[config.mk]
export PLATFORM = sky130hd
export DESIGN_NAME = tempsense_sar_ctrl
export DESIGN_NICKNAME = d
export VERILOG_FILES = /design/src/rtl/tempsense_pkg.sv /design/src/rtl/tempsense_cal_lut.sv /design/src/rtl/tempsense_sar_ctrl.sv
export SDC_FILE = /design/constraint.sdc
export NUM_CORES = 1
export LEC_CHECK = 0
export CORE_ASPECT_RATIO = 1.25
export CORE_MARGIN = 5
export CORE_UTILIZATION = 53
export DETAILED_ROUTE_END_ITERATION = 10
export HOLD_SLACK_MARGIN = 0.03
export MAX_ROUTING_LAYER = met4
export PLACE_DENSITY = 0.8
export SLEW_MARGIN = 30
export SYNTH_ARGS = -nofsm -noshare
export SYNTH_HDL_FRONTEND = slang
export SYNTH_HIERARCHICAL = 1
export SYNTH_SLANG_ARGS = --single-unit
[constraint.sdc]
create_clock -name clk -period 6.7 [get_ports clk]
set_clock_uncertainty 0.15 [all_clocks]
set_input_delay 1.34 -clock clk [delete_from_list [all_inputs] [get_ports clk]]
set_output_delay 1.34 -clock clk [all_outputs]
set_load 0.005 [all_outputs]
[src/rtl/tempsense_pkg.sv]
// Shared types and constants for the temperature-sensor SAR controller.
//   phase_t      : four-cycle trial phases (precharge, transition, measure, evaluate)
//   ctrl_state_t : controller states
//   MODE_LINEAR / MODE_SAR : values of the mode input
package tempsense_pkg;

  typedef enum logic [1:0] {
    PH_PRE   = 2'd0,
    PH_TRANS = 2'd1,
    PH_MEAS  = 2'd2,
    PH_EVAL  = 2'd3
  } phase_t;

  typedef enum logic [1:0] {
    ST_IDLE = 2'd0,
    ST_RUN  = 2'd1,
    ST_DONE = 2'd2
  } ctrl_state_t;

  localparam logic MODE_LINEAR = 1'b0;
  localparam logic MODE_SAR    = 1'b1;

endpackage

[src/rtl/tempsense_cal_lut.sv]
// Calibration look-up table: maps an averaged DAC code to a corrected code.
// Registered write port, combinational read port. Reset loads identity.
//   clk, reset      : clock, synchronous active-high reset
//   we/waddr/wdata  : write port
//   raddr/rdata     : asynchronous read port
module tempsense_cal_lut #(
  parameter int N_VDAC = 6
) (
  input  logic              clk,
  input  logic              reset,
  input  logic              we,
  input  logic [N_VDAC-1:0] waddr,
  input  logic [N_VDAC-1:0] wdata,
  input  logic [N_VDAC-1:0] raddr,
  output logic [N_VDAC-1:0] rdata
);

  localparam int DEPTH = 1 << N_VDAC;

  logic [N_VDAC-1:0] mem [DEPTH];

  always_ff @(posedge clk) begin
    if (reset) begin
      for (int i = 0; i < DEPTH; i++) mem[i] <= N_VDAC'(i);
    end else if (we) begin
      mem[waddr] <= wdata;
    end
  end

  assign rdata = mem[raddr];

endmodule

[src/rtl/tempsense_sar_ctrl.sv]
// Temperature-sensor conversion controller. Drives a shared DAC and one-hot
// cell enables to external delay cells, searches for the DAC code at which the
// selected cell's output flips (linear sweep or SAR), averages several
// conversions and optionally maps the result through a calibration LUT.
//   clk, reset                    : clock, synchronous active-high reset
//   start, mode, ch_sel, cal_ena  : request and its configuration
//   cal_we, cal_addr, cal_wdata   : calibration LUT write port
//   tempdelay                     : delay-cell outputs (unsynchronized)
//   dac_data, dac_en, precharge_n : cell drive
//   busy, done, result, out_of_range : status
//
// state   | meaning
// IDLE    | waiting for start, cells precharged and disabled
// RUN     | trials in progress (busy=1)
// DONE    | one-cycle completion pulse; may accept a new start
module tempsense_sar_ctrl
  import tempsense_pkg::*;
#(
  parameter int N_VDAC     = 6,
  parameter int N_CH       = 2,
  parameter int N_AVG_LOG2 = 2
) (
  input  logic                    clk,
  input  logic                    reset,
  input  logic                    start,
  input  logic                    mode,
  input  logic [$clog2(N_CH)-1:0] ch_sel,
  input  logic                    cal_ena,
  input  logic                    cal_we,
  input  logic [N_VDAC-1:0]       cal_addr,
  input  logic [N_VDAC-1:0]       cal_wdata,
  input  logic [N_CH-1:0]         tempdelay,
  output logic [N_VDAC-1:0]       dac_data,
  output logic [N_CH-1:0]         dac_en,
  output logic                    precharge_n,
  output logic                    busy,
  output logic                    done,
  output logic [N_VDAC-1:0]       result,
  output logic                    out_of_range
);

  localparam int CHW = $clog2(N_CH);
  localparam int BW  = (N_VDAC > 1) ? $clog2(N_VDAC) : 1;
  localparam int SW  = N_VDAC + N_AVG_LOG2;
  localparam int CW  = (N_AVG_LOG2 > 0) ? N_AVG_LOG2 : 1;
  localparam logic [CW-1:0]     CONV_LAST = CW'((1 << N_AVG_LOG2) - 1);
  localparam logic [N_VDAC-1:0] VMAX      = '1;
  localparam logic [BW-1:0]     MSB_IDX   = BW'(N_VDAC - 1);

  ctrl_state_t state, state_nx;
  phase_t      phase, phase_nx;

  logic              mode_q;
  logic [CHW-1:0]    ch_q;
  logic              cal_q;
  // Linear mode: current trial code. SAR mode: accumulated result bits.
  logic [N_VDAC-1:0] acc;
  logic [BW-1:0]     bidx;
  logic              hit;
  logic [CW-1:0]     conv_cnt;
  logic [SW-1:0]     sum;
  logic              noedge_all;

  logic              accept;
  logic              d;
  logic [N_VDAC-1:0] trial;
  logic              eval_end;
  logic              conv_end;
  logic [N_VDAC-1:0] conv_val;
  logic              conv_noedge;
  logic [SW-1:0]     sum_fin;
  logic [N_VDAC-1:0] avg;
  logic [N_VDAC-1:0] lut_rdata;

  tempsense_cal_lut #(.N_VDAC(N_VDAC)) u_lut (
    .clk   (clk),
    .reset (reset),
    .we    (cal_we),
    .waddr (cal_addr),
    .wdata (cal_wdata),
    .raddr (avg),
    .rdata (lut_rdata)
  );

  always_ff @(posedge clk) begin
    if (reset) begin
      state <= ST_IDLE;
      phase <= PH_PRE;
    end else begin
      state <= state_nx;
      phase <= phase_nx;
    end
  end

  always_comb begin
    state_nx    = state;
    phase_nx    = PH_PRE;
    accept      = 1'b0;
    busy        = 1'b0;
    done        = 1'b0;
    dac_data    = VMAX;
    dac_en      = '0;
    precharge_n = 1'b0;
    d           = tempdelay[ch_q];
    trial       = (mode_q == MODE_SAR) ? (acc | (N_VDAC'(1) << bidx)) : acc;
    eval_end    = (state == ST_RUN) && (phase == PH_EVAL);
    conv_end    = 1'b0;
    conv_val    = '0;
    conv_noedge = 1'b0;

    if (mode_q == MODE_SAR) begin
      conv_end    = eval_end && (bidx == '0);
      conv_val    = d ? trial : acc;
      conv_noedge = !(hit || d);
    end else begin
      // Sweep stops on the first flip, or after the zero code with no flip.
      conv_end    = eval_end && (d || (acc == '0));
      conv_val    = d ? acc : '0;
      conv_noedge = !d;
    end

    sum_fin = sum + SW'(conv_val);
    avg     = N_VDAC'(sum_fin >> N_AVG_LOG2);

    case (state)
      ST_RUN: begin
        busy   = 1'b1;
        dac_en = N_CH'(1) << ch_q;
        case (phase)
          PH_PRE:   begin phase_nx = PH_TRANS; dac_data = VMAX; end
          PH_TRANS: begin phase_nx = PH_MEAS;  dac_data = '0;   end
          PH_MEAS:  begin phase_nx = PH_EVAL;  dac_data = trial; precharge_n = 1'b1; end
          default:  begin phase_nx = PH_PRE;   dac_data = trial; precharge_n = 1'b1; end
        endcase
        if (conv_end && (conv_cnt == CONV_LAST)) state_nx = ST_DONE;
      end
      default: begin
        done     = (state == ST_DONE);
        accept   = start;
        state_nx = start ? ST_RUN : ST_IDLE;
      end
    endcase
  end

  always_ff @(posedge clk) begin
    if (reset) begin
      mode_q       <= MODE_LINEAR;
      ch_q         <= '0;
      cal_q        <= 1'b0;
      acc          <= '0;
      bidx         <= '0;
      hit          <= 1'b0;
      conv_cnt     <= '0;
      sum          <= '0;
      noedge_all   <= 1'b0;
      result       <= '0;
      out_of_range <= 1'b0;
    end else if (accept) begin
      mode_q     <= mode;
      ch_q       <= ch_sel;
      cal_q      <= cal_ena;
      acc        <= (mode == MODE_SAR) ? '0 : VMAX;
      bidx       <= MSB_IDX;
      hit        <= 1'b0;
      conv_cnt   <= '0;
      sum        <= '0;
      noedge_all <= 1'b1;
    end else if (conv_end) begin
      sum        <= sum_fin;
      noedge_all <= noedge_all & conv_noedge;
      conv_cnt   <= conv_cnt + 1'b1;
      acc        <= (mode_q == MODE_SAR) ? '0 : VMAX;
      bidx       <= MSB_IDX;
      hit        <= 1'b0;
      if (conv_cnt == CONV_LAST) begin
        // LUT read is combinational, so a write on this same edge is not seen.
        result       <= cal_q ? lut_rdata : avg;
        out_of_range <= noedge_all & conv_noedge;
      end
    end else if (eval_end) begin
      if (mode_q == MODE_SAR) begin
        if (d) acc <= trial;
        hit  <= hit | d;
        bidx <= bidx - 1'b1;
      end else begin
        acc <= acc - 1'b1;
      end
    end
  end

endmodule

==> After elaboration in Yosys (flattened, before gate mapping) <==
Memory sizes are Yosys's and may differ from the RTL's.
Cells that the tools add are included.
{ "word_totals": {"ff_bits": 35, "ram_bits": 384, "inputBits": 21, "output_inout_bits": 18, "word_cells": 97, "memories": 1} }
{ "op_classes": {"n_addsub": 4, "magnitude_cmp": 1, "n_eq_ne": 7, "n_shift": 2, "muxes": 41, "bitwise": 5, "reduce_logical": 22} }
{ "memory_table": {"columns": ["memory", "words", "word_bits", "rd", "rd_clocked_by_memory_dff", "wr", "line_no", "source"], "rows": [
  ["u_lut.mem", 64, 6, 1, 0, 64, "tempsense_cal_lut.sv:20", "logic [N_VDAC-1:0] mem [DEPTH];"]
]} }
{ "op_table": {"columns": ["cell", "n"], "rows": [
  ["$mux W6", 14],
  ["$mux W1", 18],
  ["$mux W3", 4],
  ["$pmux W6 S2", 1],
  ["$add A8 B6 Y8", 1],
  ["$eq A2 B2 Y1 const B", 4],
  ["$logic_not A6 Y1", 1],
  ["$mux W2", 3],
  ["$or A6 B6 Y6", 1],
  ["$pmux W2 S3", 1],
  ["$reduce_bool A3 Y1", 2],
  ["$reduce_or A2 Y1", 3],
  ["$reduce_or A6 Y1", 1],
  ["$shl A1 B3 Y6 const A", 1],
  ["$sub A6 B1 Y6 const B", 1],
  ["$eq A2 B1 Y1 const B", 2],
  ["$logic_and A1 B1 Y1", 4],
  ["$reduce_and A2 Y1", 2],
  ["$logic_not A3 Y1", 1],
  ["$reduce_and A3 Y1", 1],
  ["$reduce_or A3 Y1", 1],
  ["$sub A3 B1 Y3 const B", 1],
  ["$add A2 B1 Y2 const B", 1],
  ["$logic_not A1 Y1", 2],
  ["other kinds (9)", 11]
]} }

==> Depth between registers and ports, before layout <==
Gate-level depths: netlist (run 1).
{ "logic_depth": {"word_depth": 8, "mapped_depth": 19} }

==> By module <==
Netlist (run 1), hierarchy kept.
{ "modules_own_cells": {"columns": ["module", "n_inst", "cells_each", "area_each_um2", "seq_area_each_um2"], "rows": [
  ["tempsense_cal_lut", 1, 1261, 18148.7, 11531.1],
  ["tempsense_sar_ctrl", 1, 284, 2346.0, 700.7]
]} }

==> Least setup slack after synthesis (run 1) <==
OpenSTA, ideal clock, no wires.
{ "synth_timing": {"kind": "input-to-reg", "start": "input port tempdelay[1]", "end": "register result[2]", "setup_ps": 86, "arrival_ps": 4967, "path_slack_ps": 1497, "cell_stages": 14, "cell_sequence": "mux2_2 and2_1 a22o_2 ha_1 nor2b_4 o31a_1 o311ai_0 clkbuf_1 clkbuf_1 a31oi_1 and3_1 o32ai_1 mux2i_1 a211oi_1"} }
{ "synth_via": {"elab_chain_cells": 7} }
{ "synth_rtl": {"columns": ["item", "line_no", "source"], "rows": [
  ["start, declared", "tempsense_sar_ctrl.sv:32", "input logic [N_CH-1:0] tempdelay,"],
  ["$mux W1 (not written as such) * (2 in series)", "tempsense_sar_ctrl.sv:104", "d = tempdelay[ch_q];"],
  ["$mux W6, on equally long branches", null, null],
  ["$mux W6 *", "tempsense_sar_ctrl.sv:111", "if (mode_q == MODE_SAR) begin"],
  ["$add A8 B6 Y8 *", "tempsense_sar_ctrl.sv:122", "sum_fin = sum + SW'(conv_val);"],
  ["named net sum_fin[6]", "tempsense_sar_ctrl.sv:71", "logic [SW-1:0] sum_fin;"],
  ["$mem_v2 Z64 W6 *", null, null],
  ["named net lut_rdata[2]", "tempsense_sar_ctrl.sv:73", "logic [N_VDAC-1:0] lut_rdata;"],
  ["$mux W6 *", "tempsense_sar_ctrl.sv:177", "result <= cal_q ? lut_rdata : avg;"],
  ["end signal, assigned", "tempsense_sar_ctrl.sv:177", null],
  ["end, declared", "tempsense_sar_ctrl.sv:38", "output logic [N_VDAC-1:0] result,"]
]} }
Mark *: on every way through the listed nets, which the timed path passes. The rest lies on a longest branch. The select of a mux whose other input is x is not followed.
A chain may end at the register's enable or synchronous reset.

==> Final worst setup path (run 1) <==
{ "layout_timing": {"start": "input port tempdelay[0]", "end": "register result[5]"} }
The elaborated chain is that of the path after synthesis.

==> results of run 1 <==
==> flip-flops by register name, summed over array words and instances, names as in the netlist <==
signal        cells
acc               6
state             2
bidx              3
u_lut/mem       384
noedge_all        1
conv_cnt          2
cal_q             1
mode_q            1
ch_q              1
result            6
phase             2
sum               8
out_of_range      1
hit               1
==> report_power, final <==
part	switching (mW)	total, mW	leakage, nW	internal, mW
Combinational	0.318	0.534	2.50	0.215
Sequential	0.0556	3.03	4.04	2.98
Clock	0.963	2.32	0.649	1.36
Total	1.34	5.89	7.19	4.55
==> cells in the final DEF, fill, tap and decap left out, types with 6 or more instances in the layout <==
master,synthesis,final
inv_1,14,14
o21ai_0,16,16
nand2_1,112,111
a21oi_1,26,25
edfxtp_1,384,384
nor2b_1,9,9
or3_1,132,131
and2_1,133,133
a211oi_1,18,18
nor3_1,62,62
mux2i_1,21,21
mux4_1,19,19
nor3b_1,8,8
clkinv_1,2,10
or2_2,61,61
nand3_1,14,13
nand3b_1,9,9
clkdlybuf4s50_1,0,33
nand2b_1,16,16
o221ai_1,11,11
mux4_2,75,75
o21a_1,6,6
buf_4,8,23
clkbuf_1,99,6
o22ai_1,13,13
dfxtp_1,35,35
clkbuf_16,0,43
mux2_2,9,9
nor2_1,95,95
ha_1,19,19
and3_1,11,11
==> per-layer routing <==
layer / wire, um / global-route usage (%) / vias to the layer above
li1: - / - / 5730
met1: 18580 / 32.15 / 6583
met2: 24800 / 39.18 / 815
met3: 4963 / 3.794 / 147
met4: 2064 / 8.542 / 0
met5: 0 / - / -
==> synth_stat cells, types with 16 or more instances <==
master	count	area share [%]
mux4_1	19	2.4
nand2_1	112	2.1
mux4_2	75	8.2
and2_1	133	4.1
ha_1	19	1.2
a21oi_1	26	0.63
a211oi_1	18	0.66
or2_2	61	1.9
nor2_1	95	1.7
nor3_1	62	1.5
or3_1	132	4.0
edfxtp_1	384	56
o21ai_0	16	0.39
clkbuf_1	99	1.8
nand2b_1	16	0.49
dfxtp_1	35	3.4
mux2i_1	21	1.0
==> critical path, cell delays in order <==
cell and delay (ps):
clkdlybuf4s50_1 460, mux2_2 360, and2_1 210, a22o_2 270, ha_1 350, nor2b_4 160, o31a_1 300, o311ai_2 730
clkinv_1 540, mux2_2 400, a211oi_1 350, o32ai_1 160, a21oi_1 190, o41ai_2 70
==> cells by family (layout without fill, tap and decap cells) <==
group | after synthesis | count (layout) | synth area share [%]
compound gates | 132 | 132 | 4.585
xor+xnor | 7 | 7 | 0.2992
fa+ha+maj | 20 | 20 | 1.258
buf+inv | 158 | 152 | 3.675
flops | 419 | 419 | 59.68
mux | 125 | 125 | 12.31
simple gates | 684 | 684 | 18.19
==> stage by stage <==
step	instance area (um2)	total power, mW
after global placement	21060	3.593
final	22420	5.891
after floorplan	20490	3.433
after detailed placement	21070	3.611
after CTS	22410	5.913
after global routing	22420	6.074
==> cell type report <==
cell class,count,area [um2],share of cell area [%]
flip-flops and latches,419,12230,54.55
multi-input cells,968,7570,33.76
clock buffers,49,1099,4.900
well taps,492,615.6,2.746
repair buffers,62,593.1,2.645
clock inverters,22,241.5,1.077
inverters,19,71.32,0.3181
==> path summary, 6_finish.rpt <==
kind	to	start	slack, ps
setup / recovery	result[5]$_SDFFE_PP0P_	tempdelay[0]	1060
hold / removal	sum[0]$_SDFFE_PP0P_	sum[0]$_SDFFE_PP0P_	310
setup reg to reg	result[5]$_SDFFE_PP0P_	mode_q$_SDFFE_PP0P_	1690
hold reg to reg	sum[0]$_SDFFE_PP0P_	sum[0]$_SDFFE_PP0P_	310
==> flow_summary.json, run 1 <==
{
  "finalNonFillerCells": 2031,
  "hold_viol": 0,
  "fillerInstances": 2882,
  "coreArea_um2": 38240,
  "dieArea_um2": 42730,
  "p_leak_nw": 7.194,
  "vias": 13280,
  "die_h_um": 229.9,
  "routed_via_density": 6.536,
  "dr.pass1.iters": 6,
  "grt_pass1_vias": 13200,
  "maxCapViolCount": 0,
  "drive_gt1_share_pct": 16.57,
  "worst_hold_slack_ps": 313.1,
  "wl_um": 50400,
  "period_needed_ps": 5639,
  "syn_nets": 1586,
  "clk_latency_ps": 550,
  "num-nets-final": 1552,
  "pin_count": 39,
  "rsz0062_at_grt": "no",
  "post_cts_buffers": 0,
  "status": "finished, final reports clean",
  "hold_path.class": "register to register",
  "cp_max_fo": 10,
  "syn-cell-area_um2": 20490,
  "fmax_mhz": 177.3,
  "place_inst": 1960,
  "synthDistinctLibCells": 76,
  "synthCells": 1545,
  "fp-row-count": 80,
  "fp.dieW_um": 185.9,
  "ant_nets": 0,
  "place_ws_ps": 621.0,
  "cp-end-kind": "register",
  "cts_tree": "done",
  "grt_max_degree": 65,
  "clock_sinks": 419,
  "area_growth_pct": 9.402,
  "setup_ws_ps": 1061,
  "dpl.hpwl_um": 31440,
  "min_path_cells": 2,
  "clk_path_buf_depth": 3,
  "worst-setup-path-type": "primary input to register",
  "ctsHoldBuffers": 0,
  "gp_congestion": 0.9181,
  "async_flop_share_pct": 0,
  "synth_ff_type": "edfxtp_1",
  "period_share_pct": 84.16,
  "grt_pass1_wl_um": 78660,
  "cp-start-kind": "primary input",
  "drcViolationCount": 0,
  "postLayoutCoreUtil_pct": 58.64,
  "wl_per_cell_um": 24.81,
  "yosysSeqAreaShare_pct": 59.68,
  "slew_violations": 0,
  "start_util_pct": 53.60,
  "antenna_found_initial": 0,
  "grt_usage_pct": 24.46,
  "htreeDepth": 2,
  "setup_violations": 0,
  "ff2ff_path_depth": 13,
  "ctsResizeCount": 0,
  "slew_headroom_pct": 38.56,
  "postSynthAreaPerCell_um2": 13.27,
  "ys_seq_elements": 419,
  "overflow": 0,
  "cp_data_required_time_ps": 6960,
  "place.port_buffers": 38,
  "fin_tns_setup_ps": 0,
  "drtIter0Drc": 1642,
  "yosysWarnings": 6,
  "peakVddDrop_mv": 0.2047,
  "clock-root-buffer": "clkbuf_16",
  "clk_pin_slew_ps": 60,
  "tightest_slew_ps": 919.3,
  "worstPathArrival_ps": 5900,
  "synth-edff-count": 384,
  "powerDensity_nw_per_um2": 262.8,
  "cts_buffers": 41,
  "diodes": 0
}
No activity file was read; power rests on OpenSTA's default activity.
==> run 2, diff against run 1 <==
--- a/config.mk
+++ b/config.mk
@@ -11,7 +11,7 @@
 export DETAILED_ROUTE_END_ITERATION = 10
 export HOLD_SLACK_MARGIN = 0.03
 export MAX_ROUTING_LAYER = met4
-export PLACE_DENSITY = 0.8
+export PLACE_DENSITY = 0.82
 export SLEW_MARGIN = 30
 export SYNTH_ARGS = -nofsm -noshare
 export SYNTH_HDL_FRONTEND = slang
==> constraint.sdc (replaced) <==
create_clock -name clk -period 4.8 [get_ports clk]
set_clock_uncertainty 0.15 [all_clocks]
set_input_delay 0.96 -clock clk [delete_from_list [all_inputs] [get_ports clk]]
set_output_delay 0.96 -clock clk [all_outputs]
set_load 0.005 [all_outputs]
==> flow_summary.json, run 2 (synthesis gave the netlist of run 1 again) <==
{
  "critPathCapture": "result[3]$_SDFFE_PP0P_",
  "clk_pin_slew_ps": 60,
  "die_h_um": 229.9,
  "crit_chain": "clkdlybuf4s50_1 > mux2_2 > and2_1 > a22o_2 > ha_1 > buf_4 > nor2b_4 > o311ai_1 > buf_4 > o311ai_4 > buf_4 > or3b_4 > o221ai_2 > a211oi_2 > o32ai_1 > a21oi_1 > a211oi_2",
  "grt_max_degree": 65,
  "r2r_end": "result[0]$_SDFFE_PP0P_",
  "grt_pass1_wl_um": 80150,
  "slew_violations": 0,
  "place_inst": 2040,
  "maxCapViolCount": 0,
  "grt_usage_pct": 24.96,
  "critPathLaunch": "tempdelay[1]",
  "cp_data_required_time_ps": 5110,
  "num-nets-final": 1631,
  "crit_path_frequent_cell": "buf_4",
  "clock_sinks": 419,
  "placed_area_um2": 21800,
  "dr.pass1.iters": 7,
  "dpl.hpwl_um": 33590,
  "grt_pass1_vias": 13690,
  "ff2ff_path_depth": 16,
  "powerDensity_nw_per_um2": 354.6,
  "overflow": 0,
  "clock-root-buffer": "clkbuf_16",
  "fp.dieW_um": 185.9,
  "coreArea_um2": 38240,
  "htreeDepth": 2,
  "start_util_pct": 53.60,
  "status": "finished, final reports clean",
  "drive_gt1_share_pct": 20.80,
  "switchingPower_mw": 1.878,
  "worstPathArrival_ps": 5020,
  "p_leak_nw": 7.621,
  "internal_power_mw": 6.323,
  "hold_viol": 0,
  "gp_congestion": 0.9005,
  "r2r_slack_ps": 260,
  "slew_headroom_pct": 41.25,
  "wl_per_cell_um": 24.48,
  "cp-end-kind": "register",
  "antenna_found_initial": 1,
  "period_needed_ps": 4708,
  "wl_um": 51730,
  "drcViolationCount": 0,
  "clk_path_buf_depth": 3,
  "final_common_cell": "edfxtp_1",
  "peakVddDrop_mv": 0.2217,
  "reg_top3": "u_lut/mem x384, sum x8",
  "worst_r2r_startpoint": "bidx[0]$_SDFFE_PP0P_",
  "worst_path_largest_cell_delay_ps": 460,
  "fp-row-count": 80,
  "worst-setup-path-type": "primary input to register",
  "rsz0062_at_grt": "no",
  "clk_latency_ps": 550,
  "regMostFlops": "u_lut/mem",
  "pin_count": 39,
  "slowest_stage": "clkdlybuf4s50_1",
  "drtIter0Drc": 1560,
  "vias": 13580,
  "combPwrFrac_pct": 10.1,
  "period_share_pct": 98.08,
  "fmax_mhz": 212.4,
  "pwr-share-clk_pct": 38.3,
  "area_growth_pct": 12.84,
  "dieArea_um2": 42730,
  "hold_path.class": "register to register",
  "cp_max_fo": 13,
  "routed_via_density": 6.425,
  "tightest_slew_ps": 881.3,
  "post_cts_buffers": 0,
  "finalNonFillerCells": 2113,
  "place.port_buffers": 38,
  "largest_reg_flops": 384,
  "min_path_cells": 2,
  "cts_tree": "done",
  "layout_common_cells": "edfxtp_1, and2_1, or3_1",
  "cts_buffers": 40,
  "cp-start-kind": "primary input",
  "p_seq_share_pct": 51.7,
  "ant_nets": 0,
  "setup_violations": 0,
  "netSwitchingFraction_pct": 22.90,
  "finish.instance_area_um2": 23130
}
run 2: changes by cell type in the layout (fill, tap and decap cells not counted), moves of 3 or more:
cell / previous run / this run
clkbuf_16: 43 / 40
a211oi_1: 18 / 15
buf_4: 23 / 93
clkinv_1: 10 / 13
buf_12: 4 / 14
a211oi_2: 1 / 4
run 2: metrics by stage:
stage / setup WS [ps] / setup TNS, ps / power, mW / hold slack (ps) / utilization, %
floorplan: 198.7 / 0 / 4.792 / 290.0 / -
global placement: -369.4 / -1895 / 5.077 / 295.4 / 56.95
detailed placement: -450.0 / -2306 / 5.113 / 295.4 / 57.02
CTS: 7.410 / 0 / 8.204 / 303.9 / 60.41
global route: 10.06 / 0 / 8.447 / 327.5 / 60.48
finish: 92.32 / 0 / 8.201 / 303.8 / 60.48
run 2: how the worst min path moves through the flow:
stage	startpoint	end	slack [ps]
after detailed placement	out_of_range$_SDFFE_PP0P_	out_of_range$_SDFFE_PP0P_	300
final	out_of_range$_SDFFE_PP0P_	out_of_range$_SDFFE_PP0P_	300
after global routing	out_of_range$_SDFFE_PP0P_	out_of_range$_SDFFE_PP0P_	330
after global placement	conv_cnt[1]$_SDFFE_PP0P_	conv_cnt[1]$_SDFFE_PP0P_	300
after floorplan	conv_cnt[1]$_SDFFE_PP0P_	conv_cnt[1]$_SDFFE_PP0P_	290
after CTS	out_of_range$_SDFFE_PP0P_	out_of_range$_SDFFE_PP0P_	300
run 2: timing repair:
| action | CTS | global route |
|---|---|---|
| resized for setup | 2 | 7 |
| endpoints found under the setup margin | 1 | 4 |
| hold buffers | 0 | 0 |
run 2: per-layer routing:
layer / vias to the layer above / global-route usage (%) / share of wire, %
met3: 147 / 4.458 / 9.5
met4: 0 / 9.772 / 4.3
li1: 5893 / - / -
met1: 6770 / 31.41 / 36
met2: 765 / 40.46 / 50
met5: - / - / 0
run 2: critical path, delay by kind of cell:
kind	cells	cell delay, ps
buffers and inverters	4	1020
adder cells (fa/ha/maj)	1	290
AND/OR/NAND/NOR	3	720
multiplexers	1	310
AO/OA/AOI/OAI	8	1710
run 2: area by class of cell:
class	instances	area, um2
antenna	1	2.502
clock buffer	47	1027
clock inverter	25	255.2
fill	2716	15110
inverter	19	71.32
multi-input combinational	968	7604
sequential	419	12230
tap	492	615.6
timing repair buffer	142	1319
run 2: power by group through the flow:
stage	logic (mW)	registers, mW	clock network [mW]
final	0.826	4.24	3.14
after global routing	0.867	4.25	3.33
after CTS	0.813	4.24	3.16
after detailed placement	0.804	4.31	0
after global placement	0.779	4.30	0
after floorplan	0.530	4.26	0
